[src/rtl/ack_requester.sv]
// Front end for one request line of the shared ACK bus arbiter: counts host
// completions, requests while any are pending, and backs off after each grant.
module ack_requester #(
    parameter int CNT_W   = 3,
    parameter int HOLDOFF = 1,
    parameter int TIMEOUT = 64
) (
    input  logic             clk,
    input  logic             rst_n,
    input  logic             done_i,
    input  logic             ack_ready_i,
    input  logic             clr_i,
    output logic             req_o,
    output logic [CNT_W-1:0] pending_o,
    output logic             overflow_o,
    output logic             starve_o
);

    localparam int WAIT_W = $clog2(TIMEOUT + 1);
    localparam int HOLD_W = (HOLDOFF > 1) ? $clog2(HOLDOFF) : 1;

    localparam logic [CNT_W-1:0]  CNT_MAX   = '1;
    localparam logic [WAIT_W-1:0] WAIT_MAX  = WAIT_W'(TIMEOUT);
    localparam logic [HOLD_W-1:0] HOLD_LOAD = HOLD_W'((HOLDOFF > 0) ? HOLDOFF - 1 : 0);

    typedef enum logic [1:0] {
        ST_IDLE,
        ST_REQ,
        ST_HOLD
    } state_t;

    state_t            state_reg,    state_next;
    logic [CNT_W-1:0]  pending_reg,  pending_next;
    logic [WAIT_W-1:0] wait_reg,     wait_next;
    logic [HOLD_W-1:0] hold_reg,     hold_next;
    logic              overflow_reg, overflow_next;
    logic              starve_reg,   starve_next;
    logic              grant;
    logic              set_overflow;
    logic              set_starve;

    always_ff @(posedge clk or negedge rst_n) begin
        if (!rst_n) begin
            state_reg    <= ST_IDLE;
            pending_reg  <= '0;
            wait_reg     <= '0;
            hold_reg     <= '0;
            overflow_reg <= 1'b0;
            starve_reg   <= 1'b0;
        end else begin
            state_reg    <= state_next;
            pending_reg  <= pending_next;
            wait_reg     <= wait_next;
            hold_reg     <= hold_next;
            overflow_reg <= overflow_next;
            starve_reg   <= starve_next;
        end
    end

    always_comb begin
        grant        = (state_reg == ST_REQ) && ack_ready_i;
        pending_next = pending_reg;
        set_overflow = 1'b0;
        set_starve   = 1'b0;
        state_next   = state_reg;
        wait_next    = wait_reg;
        hold_next    = hold_reg;

        // A completion and a grant in the same cycle cancel out.
        if (done_i && !grant) begin
            if (pending_reg == CNT_MAX) begin
                set_overflow = 1'b1;
            end else begin
                pending_next = pending_reg + 1'b1;
            end
        end else if (!done_i && grant) begin
            pending_next = pending_reg - 1'b1;
        end

        case (state_reg)
            ST_IDLE: begin
                if (pending_reg != '0) begin
                    state_next = ST_REQ;
                    wait_next  = '0;
                end
            end
            ST_REQ: begin
                if (grant) begin
                    wait_next = '0;
                    if (HOLDOFF > 0) begin
                        state_next = ST_HOLD;
                        hold_next  = HOLD_LOAD;
                    end else begin
                        state_next = ST_IDLE;
                    end
                end else if (wait_reg != WAIT_MAX) begin
                    // Starvation is flagged once, on the cycle the wait count reaches its limit.
                    wait_next = wait_reg + 1'b1;
                    if (wait_reg == WAIT_MAX - 1'b1) begin
                        set_starve = 1'b1;
                    end
                end
            end
            ST_HOLD: begin
                if (hold_reg == '0) begin
                    state_next = ST_IDLE;
                end else begin
                    hold_next = hold_reg - 1'b1;
                end
            end
            default: begin
                state_next = ST_IDLE;
            end
        endcase

        overflow_next = set_overflow | (overflow_reg & ~clr_i);
        starve_next   = set_starve   | (starve_reg   & ~clr_i);
    end

    assign req_o      = (state_reg == ST_REQ);
    assign pending_o  = pending_reg;
    assign overflow_o = overflow_reg;
    assign starve_o   = starve_reg;

endmodule

[config.mk]
export PLATFORM = sky130hd
export DESIGN_NAME = ack_requester
export DESIGN_NICKNAME = d
export VERILOG_FILES = /design/src/rtl/ack_requester.sv
export SDC_FILE = /design/constraint.sdc
export NUM_CORES = 1
export LEC_CHECK = 0
export ABC_AREA = 1
export BUFFER_PORTS_ARGS = -buffer_cell sky130_fd_sc_hd__buf_2
export CORE_MARGIN = 2
export CORE_UTILIZATION = 48
export CTS_CLUSTER_DIAMETER = 50
export CTS_CLUSTER_SIZE = 40
export DETAILED_ROUTE_END_ITERATION = 7
export PLACE_DENSITY_LB_ADDON = 0.08
export SYNTH_ARGS = -nofsm -noshare
export SYNTH_HDL_FRONTEND = slang
export SYNTH_SLANG_ARGS = --single-unit
[constraint.sdc]
create_clock -name clk -period 3.3 [get_ports clk]
set_clock_uncertainty 0.1 [all_clocks]
set_input_delay 0.66 -clock clk [delete_from_list [all_inputs] [get_ports clk]]
set_output_delay 0.66 -clock clk [all_outputs]
set_load 0.1 [all_outputs]
# After elaboration in Yosys (flattened, before gate mapping)
# Cells that the tools add are included.
# W data, S select, Z words.
# classes
n_lt_le_gt_ge	0
div_mod_pow	0
n_addsub	4
muxes	20
n_shift	0
eq_ne	10
n_bitwise	5
n_mul	0
reduce_logical	14
# ops
operator	n
$mux W7	3
$pmux W7 S2	1
$mux W3	3
$mux W1	8
$add A7 B1 Y7 const B	1
$eq A7 B6 Y1 const B	1
$ne A7 B7 Y1 const B	1
$mux W2	3
$ne A2 B2 Y1 const B	3
$pmux W2 S3	1
$reduce_and A3 Y1	2
$reduce_bool A2 Y1	3
$reduce_and A2 Y1	2
$add A3 B1 Y3 const B	1
$eq A3 B3 Y1 const B	1
$logic_and A1 B1 Y1	3
$ne A3 B1 Y1 const B	1
$reduce_bool A3 Y1	1
$sub A3 B1 Y3 const B	1
$and A1 B1 Y1	2
$eq A2 B1 Y1 const B	1
$eq A2 B2 Y1 const B	1
$logic_not A1 Y1	2
$logic_not A2 Y1	1
other kinds (5)	6
# totals
romBits	0
output_inout_bits	6
ramBits	0
n_memories	0
latchBits	0
ff_bits	15
word_cells	59

# Logic depth before layout (Yosys ltp)
# depth
word_depth	6
ltp_mapped	11

# Worst setup path after synthesis
# OpenSTA, ideal clock, no wires.
# synth_path
path_type	register to register
startpoint	reg pending_reg[0], in the netlist pending_o[0]
endpoint	reg pending_reg[2], in the netlist pending_o[2]
setup_ps	113
required_ps	3087
path_buffers	0
slack_ps	1410
synth_period_minus_slack_ps	1890
stages_incl_launch_ff	8
arrival_ps	1676
path_cell_list	dfrtp_1 -> fa_1 -> inv_1 -> nand2_1 -> nand2_1 -> nand2_1 -> nand2_1 -> inv_1
# synth_via
elab_chain_len	3
# synth_lines
item	line_no	rtl
start, declared	33	logic [CNT_W-1:0] pending_reg, pending_next;
start signal, assigned	52	pending_reg <= pending_next;
$sub A3 B1 Y3, or another cell as far along	77	pending_next = pending_reg - 1'b1;
$mux W3, or another cell as far along	76	end else if (!done_i && grant) begin
$mux W3 or $reduce_and A2 Y1 (tied branches)	-	
# Several ways; a longest one is shown, not always the timed one. The select of a mux whose other input is x is not followed.
# A chain may end at the register's enable or synchronous reset.

# Final worst setup path
# layout_path
startpoint	reg state_reg[1]
endpoint	out req_o
# layout_via
elab_chain_len	1
# layout_lines
item	line_no	rtl
start, declared	32	state_t state_reg, state_next;
start signal, assigned	51	state_reg <= state_next;
$eq A2 B1 Y1	120	assign req_o = (state_reg == ST_REQ);
end, declared	13	output logic req_o,
# Every way passes these cells.

==> implementation parameters <==
Parameter                              Value

Outcome
  Outcome    finished, final reports clean

Floorplanning
  Initial Utilization    50.7%
  Die Footprint    0.00216 mm²
  Die span in x    about 46 µm
  Core ar.    around 0.0017 mm²
  Number of standard-cell rows in the floorplan    15
  Floorplan die height    approximately 46 µm
  Num ports    11

Synth
  Async set or reset register ratio after synthesis    100%
  Portion of synthesized cell area occupied by the leading cell type    between 40% and 50%
  Number of warnings issued by yosys    0
  Syn Area/Cell    8.49 µm²
  Net count after synthesis    110
  Synthesized netlist cell count    about 100
  Top area cells in the synthesized netlist    sky130_fd_sc_hd__dfrtp_1 (40%), sky130_fd_sc_hd__nand2_1 (9.5%), sky130_fd_sc_hd__nand3_1 (6.9%), sky130_fd_sc_hd__nor2_8 (6.9%), sky130_fd_sc_hd__inv_1 (6.9%)
  Cell taking the most area after synthesis    sky130_fd_sc_hd__dfrtp_1
  Number of enable-type register cells in the synthesized netlist    0
  Top_reg_cell synth    sky130_fd_sc_hd__dfrtp_1
  Library cell with the highest instance count after synthesis    sky130_fd_sc_hd__nand2_1
  Post-synthesis register bit count    14
  Post-synthesis cell area    just under 900 µm²
  Portion of the post-synthesis area used by sequential elements    roughly 40%
  Commonest cells post-synth    sky130_fd_sc_hd__nand2_1 (22), sky130_fd_sc_hd__inv_1 (16), sky130_fd_sc_hd__dfrtp_1 (14), sky130_fd_sc_hd__nand3_1 (12), sky130_fd_sc_hd__nor2_1 (7)
  Number of unique standard cell types used by synthesis    21

Clocking
  Clock latency on the worst-skew pair    0.28 ns
  Buffers inserted by post-CTS timing repair    0
  Buffer levels on the longest clock path    2
  Number of buffers created by CTS    3
  Number of cells upsized or downsized after cts    0
  Clock tree from TritonCTS    yes
  Count of H-tree levels built during CTS    1
  Post-CTS Hold Fix Bufs    0
  Cell chosen for the clock root    sky130_fd_sc_hd__clkbuf_4
  Clock-pin slew on the worst setup and hold paths    0.10 ns
  Number of sinks handled by clock tree synthesis    14

Route
  Vias/cell    approximately 4.8
  DRC errors left    0
  Drt total wl    between 1.5 and 2 mm
  Iteration count of the initial detailed-routing pass    4
  Count of vias placed by the detailed router    ~680
  Count of routing violations after the opening detailed-route iteration    17
  Per-cell routed wire length    about 12 µm
  Antenna-violating nets left    0

Layout
  Number of antenna cells inserted    0
  Flip-flop count of the largest register after layout    7
  Ratio of cells with drive above 1 in the final layout    roughly 24%
  Count of nets after finishing    about 130
  Area growth from synthesis to layout    13.6%

Timing
  Max-slew violation count    0
  Final Hold Violating Endpoints    0
  Post-route fraction of the period consumed by the critical path    approximately two thirds
  Unrepaired setup endpoints after global routing    no
  Setup TNS after final layout    0 ns
  Setup-failing EPs final    0
  Clock period minus final worst setup slack    2.16 ns
  Max frequency    between 400 and 500 MHz
  Remaining max-slew budget at the tightest pin    around 68%
  Actual slew at the worst max-slew pin    a little under 0.5 ns

Critical path
  Critical path start-end classification    register to output pin
  Launch instance of the worst register-to-register path    state_reg[0]
  Critical path launch point    state_reg[1]
  Required time reported for the critical path endpoint    roughly 2.5 ns
  Flop2flop setup slack    ~1.6 ns
  Critical path startpoint category    register
  Endpoint kind of the worst setup timing path    output pin
  Arrival time at the worst endpoint    between 1 and 1.5 ns
  Maximum fanout along the worst path    7

Hold path
  Tightest Hold Check Type    input port to asynchronous set/reset pin

Place
  Final HPWL DP    about 1.2 mm
  Count of buffers inserted at the top-level ports    10
  Gpl congestion    0.773

Power
  Peak supply drop    0.648 mV
  Pwr per Cell Area    around 920 mW/mm²
  Standby leakage power    0.543 nW
  Total Power Consumption    between 0.9 and 1 mW

Global routing
  Antenna violations before repair    0
  Residual overflow from global routing    0
  Maximum number of pins on one net before global-route repair    15
  First-pass GRT wire length    around 2.7 mm
  Overall routing resource usage    17.8%
  Vias in the first global route    between 600 and 700

Run
  Maximum Capacitance Violations    0
## metrics by stage
| step | area, µm² | hold WS [ns] | instances | utilization [%] | worst slack (ns) |
|---|---|---|---|---|---|
| 2_1_floorplan | 866 | 0.264 | 102 | - | 1.41 |
| 3_3_place_gp | 947 | 0.402 | 137 | 55.5 | 1.42 |
| 3_5_place_dp | 947 | 0.398 | 137 | 55.5 | 1.37 |
| 4_1_cts | 983 | 0.175 | 141 | 57.6 | 1.14 |
| 5_1_grt | 983 | 0.181 | 141 | 57.6 | 1.09 |
| 6_report | 983 | 0.158 | 141 | 57.6 | 1.14 |
## path summary, 6_finish.rpt
check	to	cells past startpoint
worst max-delay path	req_o	2
worst min-delay path	state_reg[0]	1
worst max register to register	pending_o[2]	11
worst min register to register	starve_o	2
max in group asynchronous	wait_reg[6]	1
min in group clk	starve_o	2
## cell type report
cell class | instances | area (µm²)
fill | 173 | 724
multi-input combinational | 68 | 438
sequential | 14 | 350
inverter | 20 | 77.6
timing repair buffer | 10 | 50.0
clock buffer | 4 | 36.3
tap | 25 | 31.3
## layer usage
layer | up-vias | share of wire (%) | track usage [%]
li1 | 352 | - | -
met1 | 315 | 50 | 24.1
met2 | 10 | 46 | 29.4
met3 | 2 | 3.4 | 4.71
met4 | 0 | 0.31 | 1.71
met5 | - | 0 | 0
## logic make-up (layout without fill, tap and decap cells)
logic type	count (synthesis)	in the layout	share of synthesized area (%)
compound gates	9	9	6.50
xor+xnor	4	4	4.05
buf+inv	20	34	8.96
simple gates	52	52	34.8
flops	14	14	40.5
fa+ha+maj	3	3	5.20
## worst max-delay path: stages (launching register included)
cell and delay, ns:
sky130_fd_sc_hd__dfrtp_1 0.46, sky130_fd_sc_hd__nor2_8 0.20, sky130_fd_sc_hd__buf_2 0.45
## layout by cell type (no fill, tap or decap)
cell	instances
sky130_fd_sc_hd__nand2_1	22
sky130_fd_sc_hd__inv_1	16
sky130_fd_sc_hd__dfrtp_1	14
sky130_fd_sc_hd__nand3_1	12
sky130_fd_sc_hd__buf_2	10
sky130_fd_sc_hd__nor2_1	7
sky130_fd_sc_hd__o21ai_1	4
sky130_fd_sc_hd__xor2_1	4
sky130_fd_sc_hd__inv_2	3
sky130_fd_sc_hd__nor2_8	3
sky130_fd_sc_hd__nand2_4	3
sky130_fd_sc_hd__clkbuf_4	3
sky130_fd_sc_hd__nand4_1	2
sky130_fd_sc_hd__nand3_2	2
sky130_fd_sc_hd__ha_1	2
sky130_fd_sc_hd__o22ai_1	1
sky130_fd_sc_hd__o21bai_1	1
sky130_fd_sc_hd__nor2_2	1
sky130_fd_sc_hd__inv_4	1
sky130_fd_sc_hd__o21ai_2	1
sky130_fd_sc_hd__o21ai_0	1
sky130_fd_sc_hd__o2111ai_1	1
sky130_fd_sc_hd__fa_1	1
sky130_fd_sc_hd__clkbuf_8	1
## power breakdown
part           switching (mW)  internal [mW]  leakage [nW]
registers              0.0525          0.214         0.184
clock network          0.0604         0.0670        0.0210
logic                   0.397          0.115         0.337
total                   0.510          0.396         0.543
No activity file was read; power rests on OpenSTA's default activity.
